<file path="src/rtl/line_window_ctrl.sv">
// line_window_ctrl: video qualifier, position counters, shift-RAM drive
// and sync delay for a two-line 3x3 window buffer.
//
// Ports:
//   clock, rst_n                    clock / async active-low reset
//   per_frame_vsync/href/clken      incoming frame, line and pixel strobes
//   per_img_data                    incoming pixel
//   ram_clken, ram_shiftin          registered shift-RAM chain drive
//   col_cnt, row_cnt                position of the current accepted pixel
//   post_frame_vsync/href/clken     syncs delayed by PIPE_DLY cycles
//   win_valid                       3x3 window fully inside the image
//   len_err                         sticky line-length error
module line_window_ctrl #(
  parameter int IMG_H_DISP = 640,
  parameter int IMG_V_DISP = 480,
  parameter int DATA_WIDTH = 8,
  parameter int PIPE_DLY   = 2
) (
  input  logic                  clock,
  input  logic                  rst_n,
  input  logic                  per_frame_vsync,
  input  logic                  per_frame_href,
  input  logic                  per_frame_clken,
  input  logic [DATA_WIDTH-1:0] per_img_data,
  output logic                  ram_clken,
  output logic [DATA_WIDTH-1:0] ram_shiftin,
  output logic [10:0]           col_cnt,
  output logic [10:0]           row_cnt,
  output logic                  post_frame_vsync,
  output logic                  post_frame_href,
  output logic                  post_frame_clken,
  output logic                  win_valid,
  output logic                  len_err
);

  localparam logic [10:0] H = 11'(IMG_H_DISP);
  localparam logic [10:0] V = 11'(IMG_V_DISP);

  typedef enum logic [1:0] {
    IDLE = 2'd0,
    FILL = 2'd1,
    RUN  = 2'd2,
    DONE = 2'd3
  } state_e;

  state_e state_q, state_d;

  logic        vsync_q;
  logic        href_q;
  logic [10:0] col_q, col_d;
  logic [10:0] row_q, row_d;
  logic [10:0] row_inc;
  logic        err_q, err_d;

  logic                  ram_en_q;
  logic [DATA_WIDTH-1:0] ram_dat_q;

  // Pipe lanes: [3]=window, [2]=accept, [1]=href, [0]=vsync
  logic [PIPE_DLY-1:0][3:0] pipe_q;
  logic [PIPE_DLY-1:0][3:0] pipe_d;
  logic [3:0]               pipe_in;

  logic active;
  logic frame_start;
  logic line_end;
  logic strobe;
  logic accept;
  logic overrun;
  logic win_raw;

  assign active      = (state_q == FILL) || (state_q == RUN);
  assign frame_start = per_frame_vsync & ~vsync_q;
  assign line_end    = href_q & ~per_frame_href;
  assign strobe      = per_frame_href & per_frame_clken & active;
  assign accept      = strobe & (col_q < H);
  // col_q never exceeds H, so equality marks an overlong line
  assign overrun     = strobe & (col_q == H);
  assign win_raw     = accept & (row_q >= 11'd2)
                     & (col_q >= 11'd2);
  assign row_inc     = row_q + 11'd1;

  always_comb begin
    state_d = state_q;
    col_d   = col_q;
    row_d   = row_q;
    err_d   = err_q;
    if (frame_start) begin
      state_d = FILL;
      col_d   = '0;
      row_d   = '0;
      err_d   = 1'b0;
    end else begin
      if (accept)  col_d = col_q + 11'd1;
      if (overrun) err_d = 1'b1;
      // an href with no accepted pixels is not a line
      if (line_end && active && col_q != '0) begin
        if (col_q != H) err_d = 1'b1;
        col_d = '0;
        row_d = row_inc;
        if (row_inc == V)       state_d = DONE;
        else if (row_inc == 11'd2) state_d = RUN;
      end
    end
  end

  assign pipe_in = {win_raw, accept,
                    per_frame_href, per_frame_vsync};

  if (PIPE_DLY > 1) begin : g_pipe
    assign pipe_d = {pipe_q[PIPE_DLY-2:0], pipe_in};
  end else begin : g_pipe1
    assign pipe_d = pipe_in;
  end

  always_ff @(posedge clock or negedge rst_n) begin
    if (!rst_n) begin
      state_q   <= IDLE;
      vsync_q   <= 1'b0;
      href_q    <= 1'b0;
      col_q     <= '0;
      row_q     <= '0;
      err_q     <= 1'b0;
      ram_en_q  <= 1'b0;
      ram_dat_q <= '0;
      pipe_q    <= '0;
    end else begin
      state_q  <= state_d;
      vsync_q  <= per_frame_vsync;
      href_q   <= per_frame_href;
      col_q    <= col_d;
      row_q    <= row_d;
      err_q    <= err_d;
      ram_en_q <= accept;
      if (accept) ram_dat_q <= per_img_data;
      pipe_q   <= pipe_d;
    end
  end

  assign ram_clken        = ram_en_q;
  assign ram_shiftin      = ram_dat_q;
  assign col_cnt          = col_q;
  assign row_cnt          = row_q;
  assign len_err          = err_q;
  assign post_frame_vsync = pipe_q[PIPE_DLY-1][0];
  assign post_frame_href  = pipe_q[PIPE_DLY-1][1];
  assign post_frame_clken = pipe_q[PIPE_DLY-1][2];
  assign win_valid        = pipe_q[PIPE_DLY-1][3]
                          & pipe_q[PIPE_DLY-1][2];

endmodule
</file>
<file path="config.mk">
export PLATFORM = sky130hd
export DESIGN_NAME = line_window_ctrl
export DESIGN_NICKNAME = d
export VERILOG_FILES = /design/src/rtl/line_window_ctrl.sv
export SDC_FILE = /design/constraint.sdc
export NUM_CORES = 1
export LEC_CHECK = 0
export BUFFER_PORTS_ARGS = -buffer_cell sky130_fd_sc_hd__buf_4
export CORE_ASPECT_RATIO = 0.75
export CORE_MARGIN = 4
export CORE_UTILIZATION = 45
export CTS_BUF_LIST = sky130_fd_sc_hd__clkbuf_8
export CTS_CLUSTER_SIZE = 16
export DETAILED_ROUTE_END_ITERATION = 10
export PLACE_DENSITY_LB_ADDON = 0.12
export SKIP_CTS_REPAIR_TIMING = 1
export SKIP_LAST_GASP = 1
export SYNTH_ARGS = -nofsm -noshare
export SYNTH_HDL_FRONTEND = slang
export SYNTH_SLANG_ARGS = --single-unit
export TNS_END_PERCENT = 5
</file>
<file path="constraint.sdc">
create_clock -name clock -period 4.4 [get_ports clock]
set_input_delay 0.66 -clock clock [delete_from_list [all_inputs] [get_ports clock]]
set_output_delay 0.66 -clock clock [all_outputs]
set_load 0.05 [all_outputs]
</file>
Word-level counts from Yosys, hierarchy flattened
Index checks and enable logic that the tools add are counted.
- flip-flop bits (word level): 44
- bits of input ports: 13
- word-level logic and storage cells: 53
- output and inout bits: 36
- reductions and logical operators: 8
- mux-type cells: 13
- eq/ne operators: 6
- $lt $le $gt $ge: 3
- add/sub/neg operators: 2
- bitwise gates (word level): 11
- operator list (operator ; number):
    $mux 11 ; 5
    $add 11x1->11 const B ; 2
    $ge 11x2->1 const B ; 2
    $eq 11x10->1 const B ; 1
    $eq 11x2->1 const B ; 1
    $eq 11x9->1 const B ; 1
    $lt 11x10->1 const B ; 1
    $ne 11x10->1 const B ; 1
    $reduce_bool 11->1 ; 1
    $and 1x1->1 ; 9
    $mux 2 ; 4
    $reduce_bool 3->1 ; 2
    $mux 1 ; 4
    $eq 2x1->1 const B ; 1
    $eq 2x2->1 const B ; 1
    $logic_and 1x1->1 ; 2
    $not 1->1 ; 2
    $reduce_and 2->1 ; 1
    $reduce_bool 2->1 ; 1
    $logic_or 1x1->1 ; 1

Logic depth before layout (Yosys ltp)
- depth in word-level cells: 8
- mapped depth: 8
- gate-level depth less buffers: 7

Worst setup path after synthesis
Ideal clock, no wire load.
- kind: register -> register
- start point: register row_q[1], in the netlist row_cnt[1]
- end point: register state_q[0]
- clock period less this slack: 2.524 ns
- data required time: 4.274 ns
- path slack: 1.876 ns
- stages on the path, launching flop included: 9
- buffers on the path: 1
- arrival: 2.398 ns
- cells stage by stage: dfrtp_1 > ha_1 > clkbuf_1 > and2_1 > or4b_1 > nand3_1 > o211a_1 > nand4_1 > a221o_1
- longest elaborated chain between the ends: 5
- elaborated cells on any way between the ends: 8
- those cells by class: 1 x add/sub; 2 x eq/ne; 3 x mux; 2 x reduce/logical
- ends and longest elaborated chain (what ; RTL line ; RTL):
    from (decl) ; 51 ; logic [10:0] row_q, row_d;
    from (signal assigned) ; 131 ; row_q <= row_d;
    $add 11x1->11 (*) ; 80 ; assign row_inc = row_q + 11'd1;
    $eq 11x9->1 ; 100 ; if (row_inc == V) state_d = DONE;
    $mux 2 ; 100 ;
    $mux 2 ; 96 ; if (line_end && active && col_q != '0) begin
    $mux 2 ; 87 ; if (frame_start) begin
    to (signal assigned) ; 127 ; state_q <= state_d;
    to (decl) ; 46 ; state_e state_q, state_d;
Mark *: on every way between the ends. The rest lies on a longest branch, timed or not. The select of a mux whose other input is x is not followed.
A chain may end at the register's enable or synchronous reset.

Worst setup path in the final report
- start point: register col_q[4], in the netlist col_cnt[4]
- end point: register state_q[0]
- longest elaborated chain between the ends: 4
- ends and longest elaborated chain (what ; RTL line ; RTL):
    from (decl) ; 50 ; logic [10:0] col_q, col_d;
    from (signal assigned) ; 130 ; col_q <= col_d;
    $reduce_bool 11->1 ; 96 ;
    $logic_and 1x1->1 ; 96 ;
    $reduce_bool 2->1 (no source line) ; n/a ;
    $reduce_and 2->1 (no source line) ; n/a ;
Every way passes these cells.

==> impl_metrics.env <==
export IMPL_cp_end_kind="flip-flop"
export IMPL_layout_worst_path_cycle_share_pct=55.35
export IMPL_startpoint_type="flip-flop"
export IMPL_ios=49
export IMPL_slew_limit_headroom_pct=48.16
export IMPL_path_clk_slew_ns=0.08
export IMPL_yosys_area_share_xor_xnor_pct=8.824
export IMPL_synth_async_reset_ratio_pct=100.0
export IMPL_synth_area_leader_cell="dfrtp_1"
export IMPL_synth_common_cells="41 x dfrtp_1, 33 x nor2_1, 15 x xor2_1"
export IMPL_multi_input_area_sq_um=989.7
export IMPL_synth_compound_area_share_pct=7.083
export IMPL_syn_inst=203
export IMPL_tritoncts="done"
export IMPL_synth_top_area_share_pct=49.22
export IMPL_numCtsBuffers=5
export IMPL_areaGrowthSynthToFinish_pct=24.55
export IMPL_synthMuxAreaShare_pct=4.802
export IMPL_slew_violations=0
export IMPL_drive_above_1_share_pct=29.20
export IMPL_finalPower_w=0.001196
export IMPL_ys_warn_count=0
export IMPL_yosys_area_share_adder_pct=3.601
export IMPL_worst_path_max_fanout=15
export IMPL_fillCellCount=397
export IMPL_finalCriticalPeriod_ns=2.435
export IMPL_synth_ff_type="dfrtp_1"
export IMPL_synth_area_leaders="dfrtp_1 49%, xor2_1 6.3%, nor2_1 5.9%, mux2_2 4.3%, ha_1 3.6%"
export IMPL_htreeDepth=2
export IMPL_port_buffers=48
export IMPL_synth_seq_cells=41
export IMPL_dp_hpwl_mm=3.177
export IMPL_worstPathCellList="or4_4 -> nor4_4 -> a31oi_2 -> and2_4 -> and3_1 -> a221o_1"
export IMPL_grt_usage_pct=17.06
export IMPL_rr_startpoint="col_cnt[4]"
export IMPL_yosysMostFrequentCell="dfrtp_1"
export IMPL_synth_net_count=222
export IMPL_cts_sinks=41
export IMPL_status="finished clean"
export IMPL_grt_ovfl_total=0
export IMPL_viasPerCell=5.313
export IMPL_drt_iter0_drc=107
export IMPL_synth_simple_gate_area_share_pct=23.17
export IMPL_ys_types=43
export IMPL_core_area_sq_um=4467
export IMPL_drt_wl_total_mm=4.577
export IMPL_critPathMaxStageDelay_ns=0.57
export IMPL_synth_enable_flop_cells=0
export IMPL_yosysSeqAreaShare_pct=49.22
export IMPL_root_buffer="clkbuf_8"
export IMPL_layoutNonFillerInstCount=307
export IMPL_synth_top_family_by_area="simple AND/OR/NAND/NOR gates"
export IMPL_placed_cells=299
export IMPL_ant_nets=0
export IMPL_worst_hold_slack_ns=0.3384
export IMPL_critPathSlowestCell="or4_4"
export IMPL_fmax_mhz=410.6
export IMPL_dieArea_sq_um=5796
export IMPL_total_leakage_power_nw=1.203
export IMPL_antenna_found_initial=0
export IMPL_critPathTopFamily="simple AND/OR/NAND/NOR gates"
export IMPL_grt_pass1_wl_mm=7.693
export IMPL_gp_congestion=0.9150
export IMPL_cts_path_max_buffers=2
export IMPL_first_global_vias=1620
export IMPL_cap_violations=0
export IMPL_startpoint="col_cnt[4]"
export IMPL_postSynthAreaPerCell_sq_um=10.27
export IMPL_regArea_sq_um=1026
export IMPL_die_width_um=86.59
export IMPL_diodes=0
export IMPL_syn_area_sq_um=2084
export IMPL_setup_tns_ns=0
export IMPL_hold_class="in2async"
export IMPL_wl_per_cell_um=14.91
export IMPL_nNetsFinal=268
export IMPL_setup_viol=0
export IMPL_clock_latency_ns=0.29
export IMPL_drc=0
export IMPL_drt_pass1_iterations=4
export IMPL_required_ns=4.57
export IMPL_dieHeight_um=66.94
export IMPL_crit_type="reg2reg"
export IMPL_arrival_ns=2.61
export IMPL_hold_violations=0
export IMPL_route_vias_total=1631
export IMPL_num_rows=21
export IMPL_fin_worst_skew_ns=0.004950
export IMPL_final_util_pct=58.12
export IMPL_ir_worst_vdd_uv=274.1
export IMPL_power_density_nw_per_um2=460.7
export IMPL_rsz0062_at_grt="no"
export IMPL_max_slew_worst_pin_slew_ns=0.7751
export IMPL_initial_utilization_pct=46.67
export IMPL_grt_start_max_net_pins=42
export IMPL_worst_path_buf_inv=0
-- area by class of cell --
cell class / count / share of cell area (%)
Timing Repair Buffer: 49 / 14.17
Clock inverter: 3 / 1.783
Clock buffer: 5 / 2.651
Inverter: 7 / 1.012
Tap cell: 57 / 2.747
Sequential cell: 41 / 39.52
Multi-Input combinational cell: 145 / 38.12
-- layout by cell type (no fill, tap or decap), drive strengths merged, types with 2 or more instances in the layout --
cell type / count
dfrtp: 41
a21oi: 4
nor2b: 2
xor2: 15
inv: 7
nand4: 10
o311a: 2
and4b: 3
mux2: 8
nor4: 2
a31oi: 4
ha: 6
clkbuf: 5
and2: 3
nor3: 7
o21ai: 3
or4: 2
buf: 49
nand3: 5
xnor2: 6
and3: 3
nor2: 33
nand2: 13
-- report_power, final --
group          switching (W)  internal (W)  total [W]
Sequential         0.0000552      0.000425   0.000480
Clock               0.000132      0.000170   0.000301
Combinational       0.000273      0.000141   0.000414
-- flip-flops by register name, indices dropped and copies added (netlist names) --
name,flops
col_cnt,11
post_frame_href,1
ram_shiftin,8
len_err,1
state_q,2
pipe_d,4
post_frame_vsync,1
post_frame_clken,1
row_cnt,11
pipe_q,1
-- per-stage QoR --
step | worst slack [ns] | area [sq um]
after floorplan | 1.876 | 2085
after global placement | 2.000 | 2481
after detailed placement | 1.986 | 2481
after CTS | 1.974 | 2596
after global routing | 1.859 | 2596
final | 1.965 | 2596
-- per-layer routing --
metal  GRT usage, %  vias up  wire (um)
met2          24.81       58       1901
met4          5.058        0         42
li1               -      793          -
met3          4.326        6        282
met5              0        -          0
met1          24.79      774       2351
-- cells by family after synthesis --
family | Yosys count
simple gates | 89
flops | 41
xor+xnor | 21
compound gates | 20
buf+inv | 17
mux | 9
fa+ha+maj | 6
-- path summary, 6_finish.rpt --
kind | cells past startpoint | slack, ns | end
worst max-delay path | 6 | 1.96 | state_q[0]
worst min-delay path | 1 | 0.34 | ram_shiftin[2]
worst max register to register | 6 | 1.96 | state_q[0]
worst min register to register | 0 | 0.35 | pipe_q[7]
max in group asynchronous | 1 | 3.71 | row_cnt[4]
min in group clock | 0 | 0.35 | pipe_q[7]
(Power assumes the default switching activity.)
